--- config.mk ---
export PLATFORM = sky130hd
export DESIGN_NAME = pe_bf_unified
export DESIGN_NICKNAME = d
export VERILOG_FILES = /design/src/rtl/ntt_pkg.sv /design/src/rtl/modmul_pipe.sv /design/src/rtl/pe_bf_unified.sv
export SDC_FILE = /design/constraint.sdc
export NUM_CORES = 1
export LEC_CHECK = 0
export BUFFER_PORTS_ARGS = -buffer_cell sky130_fd_sc_hd__buf_2
export CAP_MARGIN = 20
export CORE_MARGIN = 3
export CORE_UTILIZATION = 45
export CTS_BUF_LIST = sky130_fd_sc_hd__clkbuf_2
export DETAILED_ROUTE_END_ITERATION = 7
export GPL_TIMING_DRIVEN = 0
export SKIP_CTS_REPAIR_TIMING = 1
export SLEW_MARGIN = 20
export SYNTH_ARGS = -nofsm -noshare
export SYNTH_HDL_FRONTEND = slang
export SYNTH_SLANG_ARGS = --single-unit
export TNS_END_PERCENT = 5
--- constraint.sdc ---
create_clock -name clk -period 20 [get_ports clk]
set_input_delay 2 -clock clk [delete_from_list [all_inputs] [get_ports clk]]
set_output_delay 2 -clock clk [all_outputs]
set_load 0.05 [all_outputs]
--- src/rtl/ntt_pkg.sv ---
// Shared NTT datapath definitions: default sizing, butterfly mode encoding
// and the single-correction modular add/sub/half helpers used by every PE.
package ntt_pkg;

  localparam int DEFAULT_DATA_W = 12;
  localparam int DEFAULT_Q      = 3329;

  typedef enum logic {
    BF_CT = 1'b0,
    BF_GS = 1'b1
  } bf_mode_e;

  // Helpers work on a wide word so any PE width fits; callers size-cast back.
  localparam int FN_W = 32;
  typedef logic [FN_W-1:0] word_t;

  function automatic word_t mod_add(input word_t a, input word_t b, input word_t q);
    logic [FN_W:0] sum;
    sum = {1'b0, a} + {1'b0, b};
    if (sum >= {1'b0, q}) sum = sum - {1'b0, q};
    return word_t'(sum);
  endfunction

  function automatic word_t mod_sub(input word_t a, input word_t b, input word_t q);
    logic [FN_W:0] diff;
    diff = {1'b0, a} - {1'b0, b};
    if (diff[FN_W]) diff = diff + {1'b0, q};
    return word_t'(diff);
  endfunction

  // Odd x: x+Q is even because Q is odd, so the shift is exact.
  function automatic word_t mod_half(input word_t x, input word_t q);
    logic [FN_W:0] tmp;
    tmp = x[0] ? ({1'b0, x} + {1'b0, q}) : {1'b0, x};
    return word_t'(tmp >> 1);
  endfunction

endpackage

--- src/rtl/modmul_pipe.sv ---
// Pipelined modular multiplier p = a*b mod Q with a fixed latency of MUL_LAT
// registers, all cleared by reset.
module modmul_pipe #(
  parameter int DATA_W  = 12,
  parameter int Q       = 3329,
  parameter int MUL_LAT = 4
) (
  input  logic              clk,
  input  logic              rst,
  input  logic [DATA_W-1:0] a,
  input  logic [DATA_W-1:0] b,
  output logic [DATA_W-1:0] p
);
  localparam int PROD_W = 2 * DATA_W;

  logic [PROD_W-1:0] prod;
  logic [DATA_W-1:0] prod_mod;
  logic [DATA_W-1:0] pipe [MUL_LAT];

  always_comb begin
    prod     = PROD_W'(a) * PROD_W'(b);
    prod_mod = DATA_W'(prod % PROD_W'(Q));
  end

  always_ff @(posedge clk or negedge rst) begin
    if (!rst) begin
      for (int i = 0; i < MUL_LAT; i++) pipe[i] <= '0;
    end else begin
      pipe[0] <= prod_mod;
      for (int i = 1; i < MUL_LAT; i++) pipe[i] <= pipe[i-1];
    end
  end

  assign p = pipe[MUL_LAT-1];

endmodule

--- src/rtl/pe_bf_unified.sv ---
// Unified CT/GS radix-2 butterfly PE: mode and half_en travel with each
// sample, one shared multiplier, fixed latency MUL_LAT+3, one sample per cycle.
module pe_bf_unified
  import ntt_pkg::*;
#(
  parameter int DATA_W  = DEFAULT_DATA_W,
  parameter int Q       = DEFAULT_Q,
  parameter int MUL_LAT = 4
) (
  input  logic              clk,
  input  logic              rst,
  input  logic              in_valid,
  input  logic [DATA_W-1:0] u,
  input  logic [DATA_W-1:0] v,
  input  logic [DATA_W-1:0] w,
  input  logic              mode,
  input  logic              half_en,
  output logic              out_valid,
  output logic [DATA_W-1:0] bf_upper,
  output logic [DATA_W-1:0] bf_lower
);
  localparam int L = MUL_LAT + 3;

  logic [DATA_W-1:0] u1, v1, w1;
  bf_mode_e          mode1;
  logic              half1;
  logic [DATA_W-1:0] sum1, diff1;

  logic [DATA_W-1:0] a2, x2, w2;
  bf_mode_e          mode2;
  logic              half2;

  logic [DATA_W-1:0] x_dl    [MUL_LAT];
  bf_mode_e          mode_dl [MUL_LAT];
  logic              half_dl [MUL_LAT];

  logic [DATA_W-1:0] t_mul, upper_n, lower_n;
  logic [L-1:0]      vld;

  always_comb begin
    sum1  = DATA_W'(mod_add(word_t'(u1), word_t'(v1), word_t'(Q)));
    diff1 = DATA_W'(mod_sub(word_t'(u1), word_t'(v1), word_t'(Q)));
  end

  // Both modes reach the multiplier at the same stage, so mixed CT/GS streams
  // share it without collisions; x carries u (CT) or s (GS) alongside.
  always_ff @(posedge clk or negedge rst) begin
    if (!rst) begin
      u1    <= '0;
      v1    <= '0;
      w1    <= '0;
      mode1 <= BF_CT;
      half1 <= 1'b0;
      a2    <= '0;
      x2    <= '0;
      w2    <= '0;
      mode2 <= BF_CT;
      half2 <= 1'b0;
    end else begin
      u1    <= u;
      v1    <= v;
      w1    <= w;
      mode1 <= bf_mode_e'(mode);
      half1 <= half_en;
      a2    <= (mode1 == BF_GS) ? diff1 : v1;
      x2    <= (mode1 == BF_GS) ? sum1 : u1;
      w2    <= w1;
      mode2 <= mode1;
      half2 <= half1;
    end
  end

  modmul_pipe #(
    .DATA_W (DATA_W),
    .Q      (Q),
    .MUL_LAT(MUL_LAT)
  ) u_mul (
    .clk(clk),
    .rst(rst),
    .a  (a2),
    .b  (w2),
    .p  (t_mul)
  );

  always_ff @(posedge clk or negedge rst) begin
    if (!rst) begin
      for (int i = 0; i < MUL_LAT; i++) begin
        x_dl[i]    <= '0;
        mode_dl[i] <= BF_CT;
        half_dl[i] <= 1'b0;
      end
    end else begin
      x_dl[0]    <= x2;
      mode_dl[0] <= mode2;
      half_dl[0] <= half2;
      for (int i = 1; i < MUL_LAT; i++) begin
        x_dl[i]    <= x_dl[i-1];
        mode_dl[i] <= mode_dl[i-1];
        half_dl[i] <= half_dl[i-1];
      end
    end
  end

  always_comb begin
    upper_n = x_dl[MUL_LAT-1];
    lower_n = t_mul;
    if (mode_dl[MUL_LAT-1] == BF_CT) begin
      upper_n = DATA_W'(mod_add(word_t'(x_dl[MUL_LAT-1]), word_t'(t_mul), word_t'(Q)));
      lower_n = DATA_W'(mod_sub(word_t'(x_dl[MUL_LAT-1]), word_t'(t_mul), word_t'(Q)));
    end else if (half_dl[MUL_LAT-1]) begin
      upper_n = DATA_W'(mod_half(word_t'(x_dl[MUL_LAT-1]), word_t'(Q)));
      lower_n = DATA_W'(mod_half(word_t'(t_mul), word_t'(Q)));
    end
  end

  // Results only load for a valid sample; otherwise the last result is held.
  always_ff @(posedge clk or negedge rst) begin
    if (!rst) begin
      vld      <= '0;
      bf_upper <= '0;
      bf_lower <= '0;
    end else begin
      vld <= {vld[L-2:0], in_valid};
      if (vld[L-2]) begin
        bf_upper <= upper_n;
        bf_lower <= lower_n;
      end
    end
  end

  assign out_valid = vld[L-1];

endmodule

==> flow_metrics.py, run 1 <==
metrics = {
    "critical_path": {
        "criticalPathCategory": "flop to flop",
        "timing.rr.start": "w2[5]",
        "cp_max_fo": 10,
        "end_kind": "flop",
        "crit_path_max_incr_delay_ns": 0.57,
        "slowest_stage": "or4_4",
        "crit_top_cell": "inv_1",
        "reg2reg_depth": 64,
        "start_kind": "flop",
        "r2r_slack_ns": 1.21,
        "crit_buf_inv": 8,
        "r2r_end": "u_mul.pipe[37]",
        "critical-path-top-delay-family": "compound AO/OA/AOI/OAI gates",
        "arrival_ns": 19.55,
        "cp.required_ns": 20.76,
    },
    "routing": {
        "wl_per_cell_um": 16.8,
        "topRoutingLayerUsed": "met4",
        "drt_pass1_iterations": 5,
        "finalWirelength_um": 52600,
        "via_per_inst": 5.66,
        "wl_met2_um": 24600,
        "vias": 17692,
        "wl_met1_um": 24600,
        "drc": 0,
        "drt_iter0_markers": 1239,
        "drt.antenna.violating_nets": 0,
        "wl_met3_um": 2440,
    },
    "sta": {
        "fmax_mhz": 53.2,
        "slew-limit-headroom_pct": 43.6,
        "layout_min_cycle_time_ns": 18.79,
        "worstMarginPinSlew_ns": 0.839,
        "hold_violations": 0,
        "setup_tns_ns": 0,
        "fin_crit_sh_pct": 94.0,
        "drv_slew": 0,
        "skew_ns": 0.0822,
        "setup_viol": 0,
    },
    "yosys": {
        "synth_warnings": 0,
        "synth_fp_nets": 2626,
        "syn_area_um2": 20700,
        "ys_ff_latch": 211,
        "synth.distinct_cells": 127,
        "synth_seq_area_share_pct": 25.5,
        "syn_area_per_cell_um2": 8.79,
        "async_reset_ff_share_pct": 100,
        "synth_edf_count": 0,
        "synth-main-ff-cell": "dfrtp_1",
        "syn-instance-count": 2359,
    },
    "cts": {
        "clockRootBuffer": "clkbuf_2",
        "tritoncts": "yes",
        "cts_sinks": 211,
        "htreeDepth": 2,
        "cts_made_buffers": 50,
        "clock_latency_ns": 0.87,
        "clk_path_buf_depth": 3,
        "clk_pin_slew_worst_paths_ns": 0.14,
    },
    "cells_and_area": {
        "layout.cells.most_common": "nand2_1",
        "n_fill_cell": 4435,
        "syn_to_final_growth_pct": 9.37,
        "regArea_um2": 5280,
        "final_cells": 3126,
        "post-route-util_pct": 49.9,
        "postLayoutCellArea_um2": 22700,
        "final_cell_mix": "nand2_1, dfrtp_1, inv_1, nor2_1, a21oi_1",
        "fin_nets": 2759,
        "drive_gt1_share_pct": 14.3,
        "multi_input_area_um2": 14500,
    },
    "floorplanning": {
        "core_um2": 45500,
        "die_w_um": 221,
        "io_pins": 66,
        "initial_core_util_pct": 45.6,
        "die_h_um": 221,
        "fp-row-count": 78,
        "dieArea_um2": 48700,
    },
    "placement": {
        "placedInstanceArea_um2": 21900,
        "place_congestion": 0.902,
        "numPlacedInstances": 3026,
        "port_buffers": 65,
        "hpwl_um": 42200,
    },
    "run_status": {
        "status": "finished, final reports clean",
    },
    "global_route": {
        "grt.total_usage_pct": 21.9,
        "grt_max_degree": 91,
        "grt_pass1_vias": 17358,
        "grt_antenna_before_repair": 1,
        "grt_pass1_wl_um": 87800,
        "grt-ovfl-total": 0,
    },
    "worst_hold_path": {
        "min_from": "u_mul.pipe[26]",
        "hp-class": "flop to flop",
        "holdPathEnd": "u_mul.pipe[14]",
        "hold_depth": 0,
    },
    "run": {
        "cap_violations": 0,
    },
}
==> per-stage QoR <==
stage / hold slack [ns] / setup WS [ns]
finish: 0.305 / 1.21
global route: 0.307 / -0.0431
CTS: 0.310 / 0.472
detailed placement: 0.335 / 0.539
global placement: 0.332 / 0.663
floorplan: 0.331 / 3.47
==> flip-flops by register name, indices dropped and copies added (netlist names) <==
| signal | cells |
|---|---|
| bf_upper | 12 |
| half2 | 1 |
| x_dl | 48 |
| u1 | 12 |
| u_mul.p | 12 |
| w1 | 12 |
| mode2 | 1 |
| v1 | 12 |
| u_mul.pipe | 36 |
| vld | 7 |
| mode_dl | 4 |
| w2 | 12 |
| x2 | 12 |
| a2 | 12 |
| mode1 | 1 |
| half_dl | 4 |
| half1 | 1 |
| bf_lower | 12 |
==> worst max path at each step <==
stage / start / end / cells after the start
2_1_floorplan: w2[5] / u_mul.pipe[37] / 66
3_5_place_dp: w2[5] / u_mul.pipe[37] / 67
3_3_place_gp: w2[5] / u_mul.pipe[37] / 67
6_report: w2[5] / u_mul.pipe[37] / 64
5_1_grt: w2[5] / u_mul.pipe[37] / 67
4_1_cts: w2[5] / u_mul.pipe[37] / 66
==> cells in the mapped netlist (53+ instances only) <==
cell type / n / area (µm²)
a21oi_1: 159 / 796
and2_1: 69 / 432
clkbuf_1: 53 / 199
dfrtp_1: 211 / 5280
fa_1: 104 / 2080
ha_1: 122 / 1530
inv_1: 198 / 743
nand2_1: 254 / 953
nand3_1: 57 / 285
nor2_1: 188 / 706
o21ai_0: 90 / 450
xnor2_1: 136 / 1190
xor2_1: 53 / 464
==> routing by layer <==
| layer | vias up | track usage (%) |
|---|---|---|
| met5 | - | 0 |
| met4 | 0 | 5.67 |
| met3 | 71 | 2.90 |
| met2 | 455 | 35.8 |
| met1 | 8575 | 30.6 |
| li1 | 8591 | - |
==> logic make-up (layout without fill, tap and decap cells) <==
| family | after synthesis | count (layout) | synth area share [%] |
|---|---|---|---|
| buffers and inverters | 285 | 451 | 5.69 |
| adders and majority gates | 228 | 228 | 17.5 |
| and+or+nand+nor | 783 | 783 | 18.6 |
| muxes | 40 | 40 | 2.08 |
| AOI/OAI and AO/OA | 618 | 618 | 22.2 |
| other | 0 | 1 | 0 |
| DFF | 211 | 211 | 25.5 |
| xor gates and xnor gates | 194 | 194 | 8.38 |
==> area by class of cell <==
class | count | share of cell area, %
timing repair buffer | 83 | 2.25
clock inverter | 15 | 0.397
multi-input combinational | 1863 | 63.9
buffer | 84 | 1.98
inverter | 199 | 3.29
antenna | 1 | 0.0110
tap | 600 | 3.31
clock buffer | 70 | 1.54
sequential | 211 | 23.3
==> worst register-to-register path: cells and delay by family (launching register included) <==
family / cells / cell delay (ns)
AO/OA/AOI/OAI: 23 / 6.30
flip-flops: 1 / 0.45
adder cells (fa/ha/maj): 8 / 3.24
multiplexers: 3 / 1.06
buffers and inverters: 8 / 1.03
XOR/XNOR: 3 / 0.79
AND/OR/NAND/NOR: 19 / 5.88
Power of run 1 is left out: the tool's default activity adds up to more than one toggle a clock period on the data nets, which glitch-free logic cannot reach.
==> run 2: changes to the inputs <==
==> constraint.sdc (replaced) <==
create_clock -name clk -period 20 [get_ports clk]
set_input_delay 1 -clock clk [delete_from_list [all_inputs] [get_ports clk]]
set_output_delay 1 -clock clk [all_outputs]
set_load 0.05 [all_outputs]
==> run 2 against run 1 <==
Effect of this change:
- clock-buffer cell count is the same
- sequential cell count is the same
- design area is essentially flat
- routed wire length is essentially flat
- register-to-register slack lost 0.04 ns
==> flow_metrics.py, run 2 (synthesized netlist as in run 1, its figures left out) <==
metrics = {
    "critical_path": {
        "arrival_ns": 19.56,
        "slowest_stage": "or4_4",
        "start_kind": "flop",
        "cp.required_ns": 20.73,
        "cp_max_fo": 10,
        "crit_top_cell": "inv_1",
        "crit_path_max_incr_delay_ns": 0.57,
        "reg2reg_depth": 64,
        "criticalPathCategory": "flop to flop",
        "end_kind": "flop",
    },
    "cts": {
        "cts_sinks": 211,
        "htreeDepth": 2,
        "tritoncts": "yes",
        "clockRootBuffer": "clkbuf_2",
        "clk_pin_slew_worst_paths_ns": 0.13,
        "clk_path_buf_depth": 3,
        "clock_latency_ns": 0.85,
        "cts_made_buffers": 50,
    },
    "routing": {
        "finalWirelength_um": 52700,
        "via_per_inst": 5.65,
        "drt.antenna.violating_nets": 0,
        "wl_per_cell_um": 16.8,
        "vias": 17671,
        "drc": 0,
        "drt_pass1_iterations": 5,
        "drt_iter0_markers": 1163,
    },
    "cells_and_area": {
        "layout.cells.most_common": "nand2_1",
        "syn_to_final_growth_pct": 9.42,
        "drive_gt1_share_pct": 14.3,
        "layout_top_registers": "x_dl (48), u_mul.pipe (36)",
        "final_cell_mix": "nand2_1, dfrtp_1, inv_1, nor2_1, a21oi_1",
        "largest_register_ffs": 48,
        "n_fill_cell": 4434,
        "postLayoutCellArea_um2": 22700,
        "fin_nets": 2760,
        "post-route-util_pct": 49.9,
        "top_register": "x_dl",
    },
    "sta": {
        "fmax_mhz": 53.1,
        "slew-limit-headroom_pct": 43.4,
        "worstMarginPinSlew_ns": 0.841,
        "fin_crit_sh_pct": 94.2,
        "drv_slew": 0,
        "hold_ws_ns": 0.247,
        "hold_violations": 0,
        "timing.final.ws_setup_ns": 1.17,
        "setup_viol": 0,
        "skew_ns": 0.0711,
        "layout_min_cycle_time_ns": 18.83,
    },
    "run": {
        "cap_violations": 0,
    },
    "floorplanning": {
        "initial_core_util_pct": 45.6,
        "core_um2": 45500,
        "fp-row-count": 78,
        "io_pins": 66,
        "die_h_um": 221,
        "die_w_um": 221,
        "dieArea_um2": 48700,
    },
    "global_route": {
        "met2_usage_pct": 35.8,
        "grt.total_usage_pct": 21.9,
        "grt_antenna_before_repair": 1,
        "grt_pass1_wl_um": 87800,
        "top_usage_layer": "met2",
        "grt_pass1_vias": 17358,
        "grt-ovfl-total": 0,
        "grt_util_met1_pct": 30.6,
        "grt_max_degree": 91,
        "use_met3_pct": 2.90,
    },
    "placement": {
        "placedInstanceArea_um2": 21900,
        "dp_slack_ns": 0.539,
        "place_congestion": 0.902,
        "hpwl_um": 42200,
        "port_buffers": 65,
    },
    "worst_hold_path": {
        "hold_depth": 1,
        "hp-class": "input pin to flop",
    },
    "run_status": {
        "status": "finished, final reports clean",
    },
}
[run 2: cell types whose count changed in the layout (fill, tap and decap cells not counted)]
cell,before,now
dlygate4sd3_1,0,1
[run 2: worst max-delay path, delay by kind of cell, from the launching register on]
kind,cells,cell delay [ns]
buffers and inverters,8,1.03
flip-flops,1,0.45
AND/OR/NAND/NOR,19,5.88
multiplexers,3,1.06
adder cells (fa/ha/maj),8,3.24
XOR/XNOR,3,0.79
AO/OA/AOI/OAI,23,6.26
[run 2: metrics by stage]
stage	setup TNS [ns]	cells
after global routing	-0.0431	3127
after detailed placement	0	3026
after global placement	0	3024
after floorplan	0	2359
final	0	3127
after CTS	0	3111
[run 2: metal layers]
metal  vias up  wire (µm)
li1       8589          -
met1      8579      24900
met2       426      24500
met3        77       2230
met4         0       1020
met5         -          0
[run 2: final cells by class]
type                            instances  area (µm²)  area share (%)
Multi-Input combinational cell       1863       14500            63.9
Inverter                              199         747            3.29
Sequential cell                       211        5280            23.3
Timing Repair Buffer                   84         520            2.29
Buffer                                 84         448            1.97
Tap cell                              600         751            3.31
Antenna cell                            1        2.50          0.0110
Clock buffer                           70         350            1.54
Clock inverter                         15        90.1           0.397
[run 2: path summary, 6_finish.rpt]
| path | startpoint | to | slack [ns] |
|---|---|---|---|
| worst min-delay path | u[9] | u1[9] | 0.25 |
| worst max-delay path | w2[5] | u_mul.pipe[37] | 1.17 |
| worst min register to register | u_mul.pipe[26] | u_mul.pipe[14] | 0.31 |
| max in group asynchronous | rst | x2[2] | 18.22 |
| worst max register to register | w2[5] | u_mul.pipe[37] | 1.17 |
| min in group asynchronous | rst | bf_upper[10] | 0.61 |
Power of run 2 is left out for the same reason.
